==> config.mk <==
export PLATFORM = sky130hd
export DESIGN_NAME = morse_rx_buffer
export DESIGN_NICKNAME = d
export VERILOG_FILES = /design/src/rtl/morse_pkg.sv /design/src/rtl/morse_debounce.sv /design/src/rtl/morse_rx_buffer.sv
export SDC_FILE = /design/constraint.sdc
export NUM_CORES = 1
export LEC_CHECK = 0
export ABC_AREA = 0
export CAP_MARGIN = 20
export CORE_MARGIN = 10
export CORE_UTILIZATION = 30
export CTS_CLUSTER_SIZE = 28
export DETAILED_ROUTE_END_ITERATION = 8
export GPL_ROUTABILITY_DRIVEN = 0
export HOLD_SLACK_MARGIN = 0.05
export PLACE_DENSITY_LB_ADDON = 0.25
export RECOVER_POWER = 100
export SETUP_SLACK_MARGIN = 0.5
export SKIP_LAST_GASP = 1
export SLEW_MARGIN = 25
export SYNTH_ARGS = -nofsm -noshare
export SYNTH_HDL_FRONTEND = slang
export SYNTH_SLANG_ARGS = --single-unit
==> constraint.sdc <==
create_clock -name clk -period 3.1 [get_ports clk]
set_clock_uncertainty 0.2 [all_clocks]
set_input_delay 0.93 -clock clk [delete_from_list [all_inputs] [get_ports clk]]
set_output_delay 0.93 -clock clk [all_outputs]
set_load 0.02 [all_outputs]
==> src/rtl/morse_pkg.sv <==
// Shared Morse definitions: entry codes, FSM states, pattern decode and seven-segment glyphs.
// Pure combinational helpers, no latency; no flow control involved.
package morse_pkg;

    localparam logic [5:0] CODE_SPACE = 6'd36;
    localparam logic [5:0] CODE_ERR   = 6'd37;

    typedef enum logic [1:0] {
        IDLE,
        PRESS,
        GAP,
        WORD
    } state_t;

    // bits holds the elements with the latest in bit 0 (dot = 0, dash = 1).
    function automatic logic [5:0] morse_decode(input logic [2:0] len, input logic [4:0] bits);
        logic [5:0] code;
        code = CODE_ERR;
        case (len)
            3'd1: code = bits[0] ? 6'd29 : 6'd14;
            3'd2: begin
                case (bits[1:0])
                    2'b00:   code = 6'd18;
                    2'b01:   code = 6'd10;
                    2'b10:   code = 6'd23;
                    default: code = 6'd22;
                endcase
            end
            3'd3: begin
                case (bits[2:0])
                    3'b000:  code = 6'd28;
                    3'b001:  code = 6'd30;
                    3'b010:  code = 6'd27;
                    3'b011:  code = 6'd32;
                    3'b100:  code = 6'd13;
                    3'b101:  code = 6'd20;
                    3'b110:  code = 6'd16;
                    default: code = 6'd24;
                endcase
            end
            3'd4: begin
                case (bits[3:0])
                    4'b0000: code = 6'd17;
                    4'b0001: code = 6'd31;
                    4'b0010: code = 6'd15;
                    4'b0100: code = 6'd21;
                    4'b0110: code = 6'd25;
                    4'b0111: code = 6'd19;
                    4'b1000: code = 6'd11;
                    4'b1001: code = 6'd33;
                    4'b1010: code = 6'd12;
                    4'b1011: code = 6'd34;
                    4'b1100: code = 6'd35;
                    4'b1101: code = 6'd26;
                    default: code = CODE_ERR;
                endcase
            end
            3'd5: begin
                case (bits)
                    5'b11111: code = 6'd0;
                    5'b01111: code = 6'd1;
                    5'b00111: code = 6'd2;
                    5'b00011: code = 6'd3;
                    5'b00001: code = 6'd4;
                    5'b00000: code = 6'd5;
                    5'b10000: code = 6'd6;
                    5'b11000: code = 6'd7;
                    5'b11100: code = 6'd8;
                    5'b11110: code = 6'd9;
                    default:  code = CODE_ERR;
                endcase
            end
            default: code = CODE_ERR;
        endcase
        return code;
    endfunction

    // Segment order {g,f,e,d,c,b,a}; letters use the usual mixed-case approximations.
    function automatic logic [6:0] morse_glyph(input logic [5:0] code);
        logic [6:0] seg;
        seg = 7'h00;
        case (code)
            6'd0:  seg = 7'h3F;
            6'd1:  seg = 7'h06;
            6'd2:  seg = 7'h5B;
            6'd3:  seg = 7'h4F;
            6'd4:  seg = 7'h66;
            6'd5:  seg = 7'h6D;
            6'd6:  seg = 7'h7D;
            6'd7:  seg = 7'h07;
            6'd8:  seg = 7'h7F;
            6'd9:  seg = 7'h6F;
            6'd10: seg = 7'h77;
            6'd11: seg = 7'h7C;
            6'd12: seg = 7'h39;
            6'd13: seg = 7'h5E;
            6'd14: seg = 7'h79;
            6'd15: seg = 7'h71;
            6'd16: seg = 7'h3D;
            6'd17: seg = 7'h76;
            6'd18: seg = 7'h30;
            6'd19: seg = 7'h1E;
            6'd20: seg = 7'h75;
            6'd21: seg = 7'h38;
            6'd22: seg = 7'h55;
            6'd23: seg = 7'h54;
            6'd24: seg = 7'h5C;
            6'd25: seg = 7'h73;
            6'd26: seg = 7'h67;
            6'd27: seg = 7'h50;
            6'd28: seg = 7'h6D;
            6'd29: seg = 7'h78;
            6'd30: seg = 7'h3E;
            6'd31: seg = 7'h1C;
            6'd32: seg = 7'h2A;
            6'd33: seg = 7'h76;
            6'd34: seg = 7'h6E;
            6'd35: seg = 7'h5B;
            6'd37: seg = 7'h40;
            default: seg = 7'h00;
        endcase
        return seg;
    endfunction

endpackage

==> src/rtl/morse_debounce.sv <==
// Two-flop synchroniser plus stability-count debouncer for the Morse key.
// Latency: 2 + DEBOUNCE_CYCLES cycles from button edge to key edge.
// No backpressure: the raw button is sampled every cycle.
module morse_debounce #(
    parameter int DEBOUNCE_CYCLES = 1_000_000
) (
    input  logic clk,
    input  logic rst,
    input  logic button,
    output logic key
);

    localparam int              CW   = $clog2(DEBOUNCE_CYCLES + 1);
    localparam logic [CW-1:0]   LAST = CW'(DEBOUNCE_CYCLES - 1);

    logic          sync_0;
    logic          sync_1;
    logic [CW-1:0] stable_cnt;

    always_ff @(posedge clk) begin
        if (!rst) begin
            sync_0     <= 1'b0;
            sync_1     <= 1'b0;
            stable_cnt <= '0;
            key        <= 1'b0;
        end else begin
            sync_0 <= button;
            sync_1 <= sync_0;
            // Any agreement with the accepted level restarts the stability window.
            if (sync_1 == key) begin
                stable_cnt <= '0;
            end else if (stable_cnt == LAST) begin
                key        <= sync_1;
                stable_cnt <= '0;
            end else begin
                stable_cnt <= stable_cnt + 1'b1;
            end
        end
    end

endmodule

==> src/rtl/morse_rx_buffer.sv <==
// Morse key receiver: times presses/gaps, decodes characters and shifts glyphs into a digit buffer.
// Latency: entry appears one cycle after the gap counter reaches 3 or 7 units.
// No backpressure: char_valid is a single-cycle strobe the consumer must take.
module morse_rx_buffer
    import morse_pkg::*;
#(
    parameter int UNIT_CYCLES     = 5_000_000,
    parameter int DEBOUNCE_CYCLES = 1_000_000,
    parameter int MAX_SYMBOLS     = 5,
    parameter int NUM_DIGITS      = 4
) (
    input  logic                    clk,
    input  logic                    rst,
    input  logic                    button,
    output logic [7*NUM_DIGITS-1:0] seg_out,
    output logic                    char_valid,
    output logic [5:0]              char_code,
    output logic [2:0]              sym_count,
    output logic                    overflow
);

    localparam int            CW        = $clog2(7 * UNIT_CYCLES + 1);
    localparam logic [CW-1:0] PRESS_SAT = CW'(2 * UNIT_CYCLES);
    localparam logic [CW-1:0] CHAR_GAP  = CW'(3 * UNIT_CYCLES);
    localparam logic [CW-1:0] WORD_GAP  = CW'(7 * UNIT_CYCLES);
    localparam logic [2:0]    MAX_SYM   = 3'(MAX_SYMBOLS);

    logic          key;
    logic          key_d;
    logic          key_rise;
    logic          key_fall;
    logic [CW-1:0] press_cnt;
    logic [CW-1:0] gap_cnt;
    // Only five elements can ever decode to a glyph, so longer symbols need no extra bits.
    logic [4:0]    symbol;
    state_t        state_q;
    state_t        state_d;
    logic          emit_char;
    logic          emit_space;
    logic [5:0]    emit_code;
    logic [6:0]    digits [NUM_DIGITS];

    morse_debounce #(
        .DEBOUNCE_CYCLES(DEBOUNCE_CYCLES)
    ) u_debounce (
        .clk    (clk),
        .rst    (rst),
        .button (button),
        .key    (key)
    );

    assign key_rise = key & ~key_d;
    assign key_fall = ~key & key_d;

    always_ff @(posedge clk) begin
        if (!rst) begin
            key_d     <= 1'b0;
            press_cnt <= '0;
            gap_cnt   <= '0;
            state_q   <= IDLE;
        end else begin
            key_d     <= key;
            state_q   <= state_d;
            press_cnt <= !key ? '0 : (press_cnt == PRESS_SAT) ? press_cnt : press_cnt + 1'b1;
            gap_cnt   <= key ? '0 : (gap_cnt == WORD_GAP) ? gap_cnt : gap_cnt + 1'b1;
        end
    end

    // A rise coinciding with a gap threshold still emits; the press then opens a new character.
    always_comb begin
        state_d    = state_q;
        emit_char  = 1'b0;
        emit_space = 1'b0;
        case (state_q)
            IDLE:  if (key_rise) state_d = PRESS;
            PRESS: if (key_fall) state_d = GAP;
            GAP: begin
                if (gap_cnt == CHAR_GAP) begin
                    emit_char = 1'b1;
                    state_d   = key_rise ? PRESS : WORD;
                end else if (key_rise) begin
                    state_d = PRESS;
                end
            end
            WORD: begin
                if (gap_cnt == WORD_GAP) begin
                    emit_space = 1'b1;
                    state_d    = key_rise ? PRESS : IDLE;
                end else if (key_rise) begin
                    state_d = PRESS;
                end
            end
            default: state_d = IDLE;
        endcase
    end

    always_comb begin
        emit_code = overflow ? CODE_ERR : morse_decode(sym_count, symbol);
        if (emit_space) emit_code = CODE_SPACE;
    end

    always_ff @(posedge clk) begin
        if (!rst) begin
            symbol    <= '0;
            sym_count <= '0;
            overflow  <= 1'b0;
        end else if (emit_char) begin
            symbol    <= '0;
            sym_count <= '0;
            overflow  <= 1'b0;
        end else if (key_fall) begin
            if (sym_count == MAX_SYM) begin
                overflow <= 1'b1;
            end else begin
                symbol    <= {symbol[3:0], (press_cnt >= PRESS_SAT)};
                sym_count <= sym_count + 3'd1;
            end
        end
    end

    always_ff @(posedge clk) begin
        if (!rst) begin
            char_valid <= 1'b0;
            char_code  <= CODE_SPACE;
            for (int i = 0; i < NUM_DIGITS; i++) digits[i] <= '0;
        end else begin
            char_valid <= emit_char | emit_space;
            if (emit_char | emit_space) begin
                char_code <= emit_code;
                for (int i = NUM_DIGITS - 1; i > 0; i--) digits[i] <= digits[i-1];
                digits[0] <= morse_glyph(emit_code);
            end
        end
    end

    for (genvar g = 0; g < NUM_DIGITS; g++) begin : g_seg
        assign seg_out[7*g +: 7] = digits[g];
    end

endmodule

Word-level counts from Yosys, hierarchy flattened
Memories as Yosys holds them, arrays and structs flattened. A register that Yosys moved wholly into a read port is not among the register bits.
Cells that the tools add are included.
Cells by class
  $lt $le $gt $ge: 1
  reduce and logical (&&, ||, !) cells: 10
  $add $sub $neg: 4
  bitwise logic cells: 12
  mux-type cells: 31
  equal/unequal tests: 22
Operators by type and width (number)
  $add 26x1->26 const B: 2
  $eq 26x24->1 const B: 2
  $mux 7: 6
  $pmux 6 s7: 1
  $pmux 6 s5: 1
  $eq 26x26->1 const B: 1
  $ge 26x24->1 const B: 1
  $add 20x1->20 const B: 1
  $eq 20x20->1 const B: 1
  $eq 3x3->1 const B: 5
  $mux 5: 3
  $pmux 5 s3: 1
  $eq 3x2->1 const B: 4
  $mux 6: 2
  $mux 2: 5
  $mux 1: 9
  $mux 4: 2
  $pmux 2 s4: 1
  $reduce_and 2->1: 4
  $eq 2x2->1 const B: 3
  $eq 3x1->1 const B: 2
  $not 1->1: 5
  $or 1x1->1: 5
  $eq 2x1->1 const B: 2
  8 further kinds: 11
Word-level totals
  memories: 4
  output and inout bits: 39
  RAM bits: 28
  memory bits (read-only): 704
  flip-flop bits (word level): 94
  input port bits: 3
  logic and storage cells: 97
Memory list
  (name not given): words 64, bits a word 7, read ports 1, clocked after memory_dff 0, write ports 0, line morse_pkg.sv:82  | case (code)
  (name not given): words 32, bits a word 5, read ports 1, clocked after memory_dff 1, write ports 0, line morse_pkg.sv:59  | case (bits)
  (name not given): words 16, bits a word 6, read ports 1, clocked after memory_dff 1, write ports 0, line morse_pkg.sv:42  | case (bits[3:0])
  digits: words 4, bits a word 7, read ports 4, clocked after memory_dff 0, write ports 4, line morse_rx_buffer.sv:41  | logic [6:0] digits [NUM_DIGITS];

Longest topological paths before layout
Gate-level depths: netlist of the first run.
An unclocked memory read counts as a cell.
  depth in word-level cells: 9
  gate-level depth with buffers: 13

Hierarchy
A second synthesis of the first run with hierarchy kept.
Unflattened totals
  cells, all modules: 751
  area, all modules: 6850.3 sq um
Modules (own cells, without submodules)
  morse_rx_buffer: cells an instance 639, sequential area each 2482.4 sq um, times used 1, area an instance 5861.9 sq um
  morse_debounce: cells an instance 112, sequential area each 460.4 sq um, times used 1, area an instance 988.4 sq um

Worst setup path after synthesis of the first run
OpenSTA, ideal clock, no wires.
  path kind: reg-to-reg
  start point: reg sym_count[0]
  end point: mem digits[0][3] (data pin)
  arrival time: 2.840 ns
  library setup time: 0.269 ns
  buffers on the path: 0
  cell stages (with the launch flop): 12
  clock period less this slack: 3.309 ns
  slack: -0.209 ns
  required time: 2.631 ns
  path through: dfxtp_1 > ha_1 > ha_1 > nand2b_1 > a311oi_1 > nor3b_1 > nor2_1 > inv_1 > ha_1 > mux2_2 > o211ai_1 > o211ai_1
RTL lines
  start: declaration: line morse_rx_buffer.sv:18  | output logic [2:0] sym_count,
  start signal: assignment: line morse_rx_buffer.sv:116  | sym_count <= sym_count + 3'd1;
  end: declaration: line morse_rx_buffer.sv:41

==> impl_metrics.ini, run 1 <==
[run_status]
status = finished, final reports clean

[layout]
fillers = 2153
antenna_cells = 0
layout-drive-gt1-share_pct = 22.44
area_growth_pct = 32.26
final_area_um2 = 8931
nets = 873

[setup_path]
crit_chain = inv_1 > ha_4 > and4b_1 > nand3_1 > o21a_1 > nand2_4 > inv_4 > ha_4 > mux2i_1 > a32o_2 > o221ai_2 > a21oi_2
arrival_ns = 2.74
worstSetupStartpointType = flop
path_class = reg -> reg
rrSetupSlack_ns = 0.31
cp_max_fo = 8
cp_slowest_stage_delay_ns = 0.33
rr_startpoint = gap_cnt[1]
crit_path_frequent_cell = ha_4
worst_ep_required_time_ns = 3.05
cp_slowest_cell = dfxtp_1
worst_setup_path_end_kind = flop
reg2reg_to = digits[0][1]
reg2reg_depth = 12
cpLargestDelayFamily = compound AO/OA/AOI/OAI gates
path_buf_inv = 2

[die]
initial_core_util_pct = 30.75
core_um2 = 21960
die_area_um2 = 28910
die_w_um = 170.0
dieHeight_um = 170.0
ios = 42
fp-row-count = 54

[synth]
async_flop_share_pct = 0
synthFlopType = dfxtp_1
yosys.area.top_type = dfxtp_1
synth.net_count = 771
syn_area_per_cell_um2 = 9.064
synthCells = 745
synth_top_area_share_pct = 31.13
synth.area.top_cells = dfxtp_1 (31%), edfxtp_1 (12%), nor2_1 (5.8%), xor2_1 (4.3%), ha_1 (4.3%)
synthTopCellsByCount = dfxtp_1 (105), nor2_1 (105), nand2_1 (46)
syn_area_um2 = 6753
synth-edff-count = 28
ys_types = 76
ys_seq_area_share_pct = 43.58
yosys_register_bits = 133
yosysWarnings = 0

[timing]
fin_crit_sh_pct = 90.04
slew_headroom_pct = 13.97
finalSetupViolCount = 0
layout_min_cycle_time_ns = 2.791
setup_tns_ns = 0
max_freq_mhz = 358.3
hold_viol = 0
final_max_slew_viol_count = 0
rsz0062_at_grt = true
tightest_slew_ns = 1.291

[power]
ir_worst_vdd_mv = 0.2582
power_density_nw_per_um2 = 424.4
leakage_uw = 0.003185

[routing]
drc = 0
routedWlPerCell_um = 14.23
wirelength_um = 16220
met1Wirelength_um = 8088
final_antenna_net_count = 0
wl_met3_um = 640
wl_met2_um = 7197
via_per_inst = 5.011
drtPass1Iterations = 5
top_layer_used = met4
first_iter_violations = 426
vias = 5713

[clock_tree]
cts_tree = done
ctsHoldBuffers = 0
clk_latency_ns = 0.42
cts_buffer_depth = 2
ctsRootBufferMaster = clkbuf_16
cts_max_level = 4
clkTransAtPathRegs_ns = 0.06
cts.sinks = 133
numCtsBuffers = 17

[placement]
hpwlAfterDp_um = 11130
io_buffers = 41
placed_area_um2 = 7878

[hold_path]
holdPathEnd = u_debounce.sync_1
min-delay-start = u_debounce.sync_0
min_path_type = reg -> reg
hold_path_depth = 1

[flow_run]
maxCapViolations = 0

[global_routing]
antenna_found_initial = 0
grt_usage_pct = 10.92
grt_pass1_vias = 5188
grt_remaining_overflow = 0
grt_pass1_wl_um = 26160
grt_start_max_net_pins = 28
[report_power, final]
part | leakage [µW] | internal [µW] | switching (µW) | total [µW]
clock network | 0.000252 | 1110 | 804 | 1920
registers | 0.00115 | 1780 | 8.90 | 1790
logic | 0.00178 | 33.2 | 55.0 | 88.2
[cell usage in the layout (no fill, tap or decap), types with 5 or more instances in the layout]
cell	instances
nor2_1	102
xnor2_1	28
nand3_1	38
nor3_1	16
clkbuf_16	17
a22oi_1	6
dlygate4sd3_1	33
buf_6	6
clkinvlp_4	6
a21oi_1	30
or3_1	10
ha_1	9
and2_0	5
and3_1	14
a31oi_1	5
ha_4	11
nand4_1	14
nand2b_1	5
dfxtp_2	11
clkbuf_1	14
dfxtp_1	88
o21ai_0	23
mux2i_1	10
buf_4	50
edfxtp_1	28
xor2_1	33
and4_1	5
o21a_1	7
inv_1	19
and2_1	22
nor4_4	5
nand2_1	41
a22o_1	5
dfxtp_4	6
o211ai_1	7
[layout make-up]
class                   instances  area [µm²]  area share (%)
inverters                      27       111.4           1.247
clock buffers                  19       432.9           4.847
clock inverters                13       125.1           1.401
flip-flops and latches        133        2979           33.36
multi-input cells             558        4048           45.32
repair buffers                110       884.6           9.905
well taps                     280       350.3           3.923
[per-stage QoR]
| stage | power, µW | std cells | setup slack [ns] | util (%) | hold slack [ns] |
|---|---|---|---|---|---|
| detailed placement | 1915 | 1082 | 0.01950 | 35.87 | 0.2262 |
| finish | 3791 | 1140 | 0.3088 | 40.67 | 0.2339 |
| global route | 3937 | 1140 | 0.1282 | 40.67 | 0.2659 |
| CTS | 3844 | 1122 | 0.3802 | 39.36 | 0.2341 |
| floorplan | 1869 | 745 | 0.3999 | - | 0.2119 |
| global placement | 1915 | 1082 | 0.04208 | 35.87 | 0.2255 |
[worst reg2reg max path, cell delays in order (launching register included)]
cell	delay [ns]
dfxtp_1	0.33
inv_1	0.11
ha_4	0.14
and4b_1	0.23
nand3_1	0.17
o21a_1	0.29
nand2_4	0.15
inv_4	0.07
ha_4	0.30
mux2i_1	0.08
a32o_2	0.27
o221ai_2	0.14
a21oi_2	0.04
[layer usage]
layer  vias to the layer above  track usage, %
met5                         -               0
met4                         0           4.005
met3                        27           2.638
met2                       131           16.33
met1                      2690           14.92
li1                       2865               -
[logic make-up after synthesis]
| kind of cell | after synthesis | synth area share, % |
|---|---|---|
| fa+ha+maj | 23 | 4.262 |
| xor+xnor | 61 | 7.912 |
| buf+inv | 54 | 3.409 |
| simple gates | 331 | 26.01 |
| compound gates | 130 | 12.84 |
| flops | 133 | 43.58 |
| mux | 13 | 1.983 |
[registers in the layout, summed over array words and instances (netlist names), 2 cells and up, named ones only]
signal and flops:
digits 28, gap_cnt 26, press_cnt 26, u_debounce.stable_cnt 20, char_code 6, symbol 5
sym_count 3, state_q 2
[worst max path at each step]
stage | startpoint | endpoint | cells after the start
2_1_floorplan | sym_count[1] | digits[0][3] | 12
3_3_place_gp | rst | flop | 9
3_5_place_dp | rst | digits[0][6] | 7
5_1_grt | gap_cnt[1] | digits[0][1] | 11
6_report | gap_cnt[1] | digits[0][1] | 12
4_1_cts | sym_count[1] | digits[0][4] | 13
[repair_timing]
| item | 4_1_cts | 5_1_grt |
|---|---|---|
| gates cloned | 0 | 0 |
| setup buffers | 8 | 18 |
| pin swaps | 11 | 27 |
| setup endpoints to repair | 21 | 42 |
| gates resized for setup | 32 | 77 |
Power figures use the tool's default switching activity.
==> run 2, diff against run 1 <==
--- a/config.mk
+++ b/config.mk
@@ -7,7 +7,6 @@
 export LEC_CHECK = 0
 export ABC_AREA = 0
 export CAP_MARGIN = 20
-export CORE_MARGIN = 10
 export CORE_UTILIZATION = 30
 export CTS_CLUSTER_SIZE = 28
 export DETAILED_ROUTE_END_ITERATION = 8
==> run 2 against run 1 <==
The run now ends with DRC left. Register-to-register slack lost 0.07 ns. Total power fell by 1.3%. Via count decreased by 0.63%. Highest routed layer unchanged. Global-route usage increased by 2.9 points. Wire length down 1.5%. Critical path type unchanged. Largest cell class unchanged. Cell area grew 0.67%. First-iteration DRC count fell by 41%. Sequential share of layout area shrank 0.19 points.
==> impl_metrics.ini, run 2 (same netlist as run 1, synthesis figures left out) <==
[layout]
final_cell_mix = nor2_1 (104), dfxtp_1 (90), buf_4 (51)
largest_register = digits
antenna_cells = 0
layout.cells.most_common = nor2_1
nets = 873
area_growth_pct = 33.15
largest_reg_flops = 28
final_area_um2 = 8991
utilization_pct = 40.95
layout-drive-gt1-share_pct = 23.02
biggestRegsByFlops = digits x28, gap_cnt x26, press_cnt x26
fillers = 2158

[clock_tree]
cts_max_level = 4
cts_tree = done
ctsHoldBuffers = 0
cts.sinks = 133
numCtsBuffers = 17
ctsRootBufferMaster = clkbuf_16
clk_latency_ns = 0.42
cts_buffer_depth = 2
clkTransAtPathRegs_ns = 0.06

[setup_path]
worstSetupStartpointType = flop
arrival_ns = 2.86
cp_slowest_cell = dfxtp_4
path_buf_inv = 1
cp_max_fo = 5
crit_chain = ha_4 > ha_4 > a211oi_4 > a21oi_4 > nor3b_2 > nor2_4 > inv_4 > ha_4 > nor3_4 > nor3_1 > o32ai_1
cpLargestDelayFamily = simple AND/OR/NAND/NOR gates
worst_ep_required_time_ns = 3.10
cp_slowest_stage_delay_ns = 0.39
path_class = reg -> reg
worst_setup_path_end_kind = flop
rr_startpoint = sym_count[0]
cp-startpoint = sym_count[0]
crit_path_frequent_cell = ha_4

[run_status]
violations = DRC
status = complete, but fails checks

[die]
die_area_um2 = 23110
die_w_um = 152.0
initial_core_util_pct = 30.75
dieHeight_um = 152.0
fp-row-count = 54
ios = 42
core_um2 = 21960

[global_routing]
antenna_found_initial = 0
grt_pass1_vias = 5250
grt_remaining_overflow = 0
grt_usage_pct = 13.83
grt_pass1_wl_um = 25940
grt_start_max_net_pins = 28

[timing]
slew_headroom_pct = 22.42
layout_min_cycle_time_ns = 2.862
finalSetupViolCount = 0
rsz0062_at_grt = true
max_freq_mhz = 349.4
final_max_slew_viol_count = 0
setup_tns_ns = 0
fin_crit_sh_pct = 92.31
hold_viol = 0
tightest_slew_ns = 1.164
holdWs_ns = 0.2358

[routing]
wirelength_um = 15970
final_antenna_net_count = 0
drc = 18
vias = 5677
routedWlPerCell_um = 14.01
via_per_inst = 4.980
first_iter_violations = 252
drtPass1Iterations = 9

[power]
finalPower_uw = 3740
power_density_nw_per_um2 = 415.9
leakage_uw = 0.003196
ir_worst_vdd_mv = 0.2679

[flow_run]
maxCapViolations = 0

[hold_path]
min_path_type = reg -> reg
min-delay-start = u_debounce.sync_0

[placement]
io_buffers = 41
placed_area_um2 = 7855
hpwlAfterDp_um = 10870
run 2: cell types whose count changed in the layout (fill, tap and decap cells not counted), sizes merged:
cell / change
dlygate4sd3: +1
clkbuf: -1
inv: -2
bufinv: -1
buf: +2
clkinvlp: -3
clkinv: +4
run 2: final timing paths:
kind,endpoint,slack [ns],cells past startpoint
worst max-delay path,digits[0][5],0.24,11
worst min register to register,u_debounce.sync_1,0.24,1
worst min-delay path,u_debounce.sync_1,0.24,1
worst max register to register,digits[0][5],0.24,11
run 2: final cells by class:
type / instances / area [µm²] / area share (%)
flip-flops and latches: 133 / 2982 / 33.16
multi-input cells: 558 / 4088 / 45.46
clock buffers: 21 / 480.5 / 5.344
clock inverters: 11 / 72.57 / 0.8071
well taps: 280 / 350.3 / 3.896
inverters: 27 / 107.6 / 1.197
repair buffers: 110 / 910.9 / 10.13
run 2: per-layer routing:
| metal | global-route usage [%] | wire length [µm] | vias up |
|---|---|---|---|
| li1 | - | - | 2851 |
| met1 | 18.84 | 7932 | 2665 |
| met2 | 21.03 | 7120 | 142 |
| met3 | 3.565 | 692 | 19 |
| met4 | 5.005 | 229 | 0 |
| met5 | 0 | 0 | - |
run 2: stage by stage:
step / worst slack, ns / instances
after global routing: 0.09365 / 1140
final: 0.2383 / 1140
after CTS: 0.2958 / 1124
after detailed placement: 0.03286 / 1079
after global placement: 0.05830 / 1079
after floorplan: 0.3999 / 745
run 2: worst reg2reg max path, stage by stage (launching register included):
cell	delay, ns
dfxtp_4	0.39
ha_4	0.15
ha_4	0.19
a211oi_4	0.06
a21oi_4	0.24
nor3b_2	0.36
nor2_4	0.09
inv_4	0.10
ha_4	0.23
nor3_4	0.20
nor3_1	0.08
o32ai_1	0.35
run 2: repair_timing:
item                                    CTS  global route
gates cloned                              0             0
resized for setup                        46            71
pin swaps                                19            27
setup buffers                            13            16
endpoints found under the setup margin   41            52
run 2: report_power, final:
group	leakage [µW]	switching, µW	internal, µW	total [µW]
Combinational	0.00177	52.7	35.3	87.9
Sequential	0.00115	7.93	1780	1780
Clock	0.000276	763	1100	1870
Total	0.00320	824	2920	3740
